<file path="src/rtl/johnson_seq_ctrl.sv">
// Johnson counter run controller: runs a requested number of steps in either direction,
// supports abort and parallel load with illegal-pattern recovery, and decodes the 2N phases.
module johnson_seq_ctrl #(
    parameter int unsigned N  = 3,
    parameter int unsigned CW = 8
) (
    input  logic            clk,
    input  logic            mrst,
    input  logic            start,
    input  logic            stop,
    input  logic            dir,
    input  logic [CW-1:0]   steps,
    input  logic            load,
    input  logic [N-1:0]    load_val,
    output logic [N-1:0]    q,
    output logic [2*N-1:0]  phase_oh,
    output logic            busy,
    output logic            done,
    output logic            aborted,
    output logic            err
);

    typedef enum logic [0:0] {
        StIdle,
        StRun
    } state_e;

    state_e          state_q, state_d;
    logic [N-1:0]    q_q, q_d;
    logic [CW-1:0]   remaining_q, remaining_d;
    logic            dir_q, dir_d;
    logic            busy_q, busy_d;
    logic            done_q, done_d;
    logic            aborted_q, aborted_d;
    logic            err_q, err_d;
    logic [N-1:0]    phase_pat;

    // A legal Johnson pattern has at most one boundary between runs of equal bits.
    function automatic logic is_legal(input logic [N-1:0] v);
        int unsigned edges;
        edges = 0;
        for (int i = 0; i < int'(N) - 1; i++) begin
            if (v[i] != v[i+1]) begin
                edges++;
            end
        end
        return (edges <= 32'd1);
    endfunction

    function automatic logic [N-1:0] step_fwd(input logic [N-1:0] v);
        return {v[N-2:0], ~v[N-1]};
    endfunction

    function automatic logic [N-1:0] step_rev(input logic [N-1:0] v);
        return {~v[0], v[N-1:1]};
    endfunction

    always_ff @(posedge clk) begin
        if (mrst) begin
            state_q     <= StIdle;
            q_q         <= '0;
            remaining_q <= '0;
            dir_q       <= 1'b0;
            busy_q      <= 1'b0;
            done_q      <= 1'b0;
            aborted_q   <= 1'b0;
            err_q       <= 1'b0;
        end else begin
            state_q     <= state_d;
            q_q         <= q_d;
            remaining_q <= remaining_d;
            dir_q       <= dir_d;
            busy_q      <= busy_d;
            done_q      <= done_d;
            aborted_q   <= aborted_d;
            err_q       <= err_d;
        end
    end

    always_comb begin
        state_d     = state_q;
        q_d         = q_q;
        remaining_d = remaining_q;
        dir_d       = dir_q;
        busy_d      = busy_q;
        done_d      = 1'b0;
        aborted_d   = 1'b0;
        err_d       = 1'b0;

        unique case (state_q)
            StIdle: begin
                if (load) begin
                    if (is_legal(load_val)) begin
                        q_d = load_val;
                    end else begin
                        q_d   = '0;
                        err_d = 1'b1;
                    end
                end else if (start) begin
                    if (steps != '0) begin
                        state_d     = StRun;
                        busy_d      = 1'b1;
                        remaining_d = steps;
                        dir_d       = dir;
                    end else begin
                        // Zero-length run completes immediately without touching q.
                        done_d = 1'b1;
                    end
                end
            end

            StRun: begin
                if (stop) begin
                    state_d     = StIdle;
                    busy_d      = 1'b0;
                    aborted_d   = 1'b1;
                    remaining_d = '0;
                end else begin
                    q_d         = dir_q ? step_rev(q_q) : step_fwd(q_q);
                    remaining_d = remaining_q - CW'(1);
                    if (remaining_q == CW'(1)) begin
                        state_d = StIdle;
                        busy_d  = 1'b0;
                        done_d  = 1'b1;
                    end
                end
            end

            default: begin
                state_d = StIdle;
                busy_d  = 1'b0;
            end
        endcase
    end

    // Phase k has the low k bits set; phase N+k is its bitwise complement.
    always_comb begin
        phase_oh  = '0;
        phase_pat = '0;
        for (int k = 0; k < int'(N); k++) begin
            phase_pat = '0;
            for (int j = 0; j < k; j++) begin
                phase_pat[j] = 1'b1;
            end
            if (q_q == phase_pat) begin
                phase_oh[k] = 1'b1;
            end
            if (q_q == ~phase_pat) begin
                phase_oh[N+k] = 1'b1;
            end
        end
    end

    assign q       = q_q;
    assign busy    = busy_q;
    assign done    = done_q;
    assign aborted = aborted_q;
    assign err     = err_q;

endmodule

</file>
<file path="config.mk">
export PLATFORM = sky130hd
export DESIGN_NAME = johnson_seq_ctrl
export DESIGN_NICKNAME = d
export VERILOG_FILES = /design/src/rtl/johnson_seq_ctrl.sv
export SDC_FILE = /design/constraint.sdc
export NUM_CORES = 1
export LEC_CHECK = 0
export ABC_CLOCK_PERIOD_IN_PS = 1250
export CAP_MARGIN = 30
export CORE_MARGIN = 4
export CORE_UTILIZATION = 42
export DETAILED_ROUTE_END_ITERATION = 8
export PLACE_DENSITY = 0.75
export SLEW_MARGIN = 25
export SYNTH_ARGS = -nofsm -noshare
export SYNTH_HDL_FRONTEND = slang
export SYNTH_SLANG_ARGS = --single-unit
export TNS_END_PERCENT = 100
</file>
<file path="constraint.sdc">
create_clock -name clk -period 1.25 [get_ports clk]
set_input_delay 0.25 -clock clk [delete_from_list [all_inputs] [get_ports clk]]
set_output_delay 0.25 -clock clk [all_outputs]
set_load 0.02 [all_outputs]
</file>
==> flow_metrics.tcl <==
set metrics [dict create \
    hold_violations 0 \
    setup.worst_path.class "reg -> reg" \
    ys_types 42 \
    grt_pass1_vias 1454 \
    syn-instance-count 127 \
    nFillCells 112 \
    drc_errors 0 \
    ys_seq_elements 17 \
    yosysWarnings 0 \
    postCtsHoldBufs 0 \
    setup_viol 14 \
    seq_power_share 0.374 \
    grt_max_degree 11 \
    wire_per_inst_um 20.50 \
    p_int_uw 1098 \
    port_buffers 29 \
    async_reset_ff_frac 0 \
    multiInputGateArea_sq_um 849.6 \
    path_clk_slew_ns 0.11 \
    drive_gt1_frac 0.5388 \
    startpoint_type "flop" \
    finalPower_uw 1721 \
    post-route-util 0.8664 \
    seq_area_sq_um 365.4 \
    cts_sinks 17 \
    syn_to_final_growth_pct 89.65 \
    clockBufferDepth 2 \
    maxCapViolCount 0 \
    p_clk_frac 0.189 \
    dieArea_sq_mm 0.003336 \
    antenna_found_initial 1 \
    ir_drop_mv 1.038 \
    track_usage 0.2584 \
    clock_skew_ns 0.006863 \
    fmax_mhz 679.7 \
    rsz0062_at_grt "true" \
    wl_um 4818 \
    violations "setup timing" \
    crit_chain "or4_4 > o21a_1 > o21ai_2 > a21oi_2" \
    drt_pre_antenna_iters 4 \
    cts_buffers 3 \
    powerDensity_mw_per_mm2 872.8 \
    slew_violations 0 \
    crit_path_end_kind "flop" \
    synth.avg_cell_area_sq_um 8.187 \
    tightest_slew_ns 0.2966 \
    synthFlopType "dfxtp_1" \
    dp_hpwl_um 2723 \
    layout_commonest_cell "buf_4" \
    gp_congestion 0.8937 \
    chipHeight_um 57.76 \
    grt_pass1_wl_um 6679 \
    fp.dieW_um 57.76 \
    period_share 1.177 \
    cp_slowest_stage_delay_ns 0.55 \
    h-tree-depth 1 \
    stdcell_count 235 \
    tritoncts "yes" \
    cp_data_required_time_ns 1.45 \
    p_leak_uw 0.0008284 \
    nNetsFinal 226 \
    placementRows 17 \
    worstPathMaxFanout 3 \
    yosysSeqAreaShare 0.3273 \
    io_pins 30 \
    synth_fp_nets 146 \
    layout_common_cells "buf_4, dlygate4sd2_1, nand2_1, buf_6" \
    fin_ws_ns -0.2213 \
    min_path_type "in -> reg" \
    swShare 0.3621 \
    fin_crit_ns 1.471 \
    p_switching_uw 623.1 \
    arrival_ns 1.67 \
    antenna_left 0 \
    power_frac_comb 0.437 \
    cts-root-buf "clkbuf_4" \
    num_vias 1511 \
    status "complete, but fails checks" \
    critPathSlowestCell "or4_4" \
    core-area_sq_mm 0.002276 \
    clock_insertion_delay_worst_skew_ns 0.31 \
    synth_edf_count 0 \
    drt_iter0_drc 142 \
    netlist_area_sq_mm 0.001040 \
    via_per_inst 6.430 \
    max_slew_margin 0.8016 \
    placed_cells 218 \
    grt-ovfl-total 0 \
    start_util 0.4568 \
]
[sequential cells by signal (all words and copies together) (netlist names)]
name         flops
q                3
remaining_q      8
busy             1
done             1
aborted          1
dir_q            1
state_q          1
err              1
[logic make-up (layout without fill, tap and decap cells)]
kind of cell | Yosys count | count (layout) | share of synthesized area
flops | 17 | 17 | 0.3273
other cells | 0 | 1 | 0
xor+xnor | 2 | 2 | 0.01685
buf+inv | 12 | 90 | 0.04452
simple gates | 47 | 47 | 0.2563
mux | 3 | 3 | 0.02888
fa+ha+maj | 2 | 2 | 0.02406
compound gates | 44 | 45 | 0.3021
[synth_stat cells, types with 2 or more instances]
library cell | count | area, sq um
dfxtp_1 | 17 | 340.3
a21oi_1 | 12 | 60.06
nand2_1 | 11 | 41.29
nor2_1 | 8 | 30.03
nor3_1 | 8 | 40.04
inv_1 | 7 | 26.28
o21ai_0 | 7 | 35.03
and3_1 | 4 | 25.02
a211oi_1 | 3 | 22.52
a221oi_1 | 3 | 26.28
clkbuf_1 | 3 | 11.26
mux2i_1 | 3 | 30.03
nand2b_1 | 3 | 18.77
nand3_1 | 3 | 15.01
o32ai_1 | 3 | 26.28
ha_1 | 2 | 25.02
nand4_1 | 2 | 12.51
nor3b_1 | 2 | 15.01
nor4_2 | 2 | 25.02
o31ai_1 | 2 | 15.01
[path summary, 6_finish.rpt]
check / startpoint / to / slack [ns] / cells after the start
worst max-delay path: remaining_q[0]$_SDFFE_PP0P_ / remaining_q[5]$_SDFFE_PP0P_ / -0.22 / 4
worst min-delay path: stop / aborted$_SDFF_PP0_ / 0.40 / 2
worst max register to register: remaining_q[0]$_SDFFE_PP0P_ / remaining_q[5]$_SDFFE_PP0P_ / -0.22 / 4
worst min register to register: busy$_SDFFE_PP0P_ / busy$_SDFFE_PP0P_ / 0.60 / 2
[per-layer routing]
metal,track usage,part of all wire,vias to the layer above
met2,0.4355,0.46,134
li1,-,-,644
met3,0.06459,0.10,34
met5,0,0,-
met4,0.1424,0.054,0
met1,0.2969,0.39,699
[per-stage QoR]
step                TNS, ns  worst slack [ns]  area (sq um)  hold WS (ns)
finish               -1.214           -0.2213          1972        0.4037
global route         -2.068           -0.2521          1972        0.4056
CTS                 -0.5529           -0.1106          1823        0.4134
detailed placement   -9.259           -0.6489          1648        0.5659
global placement     -8.279           -0.5767          1648        0.5444
floorplan           -0.3410           -0.1119          1050        0.3189
[area by class of cell]
type,instances,area share
Tap cell,28,0.01777
Inverter,7,0.01713
Antenna cell,1,0.001269
Sequential cell,17,0.1853
Multi-Input combinational cell,99,0.4308
Timing Repair Buffer,79,0.3344
Clock buffer,4,0.01332
[worst max-delay path: cells and delay by family, from the launching register on]
family / cells / cell delay (ns)
AOI/OAI and AO/OA: 3 / 0.46
DFF: 1 / 0.35
and+or+nand+nor: 1 / 0.55
[power groups by stage]
stage	Sequential (uW)	Clock, uW	Combinational, uW
floorplan	643	0	240
global placement	627	0	539
detailed placement	630	0	560
CTS	624	323	626
global route	649	353	795
finish	644	325	752
[timing repair]
| item | CTS | global route |
|---|---|---|
| resized for setup | 93 | 38 |
| cloned | 1 | 0 |
| setup endpoints to repair | 26 | 23 |
| hold endpoints to repair | 0 | 0 |
| pin swaps | 18 | 11 |
| buffers inserted | 8 | 3 |
Power figures use the tool's default switching activity.
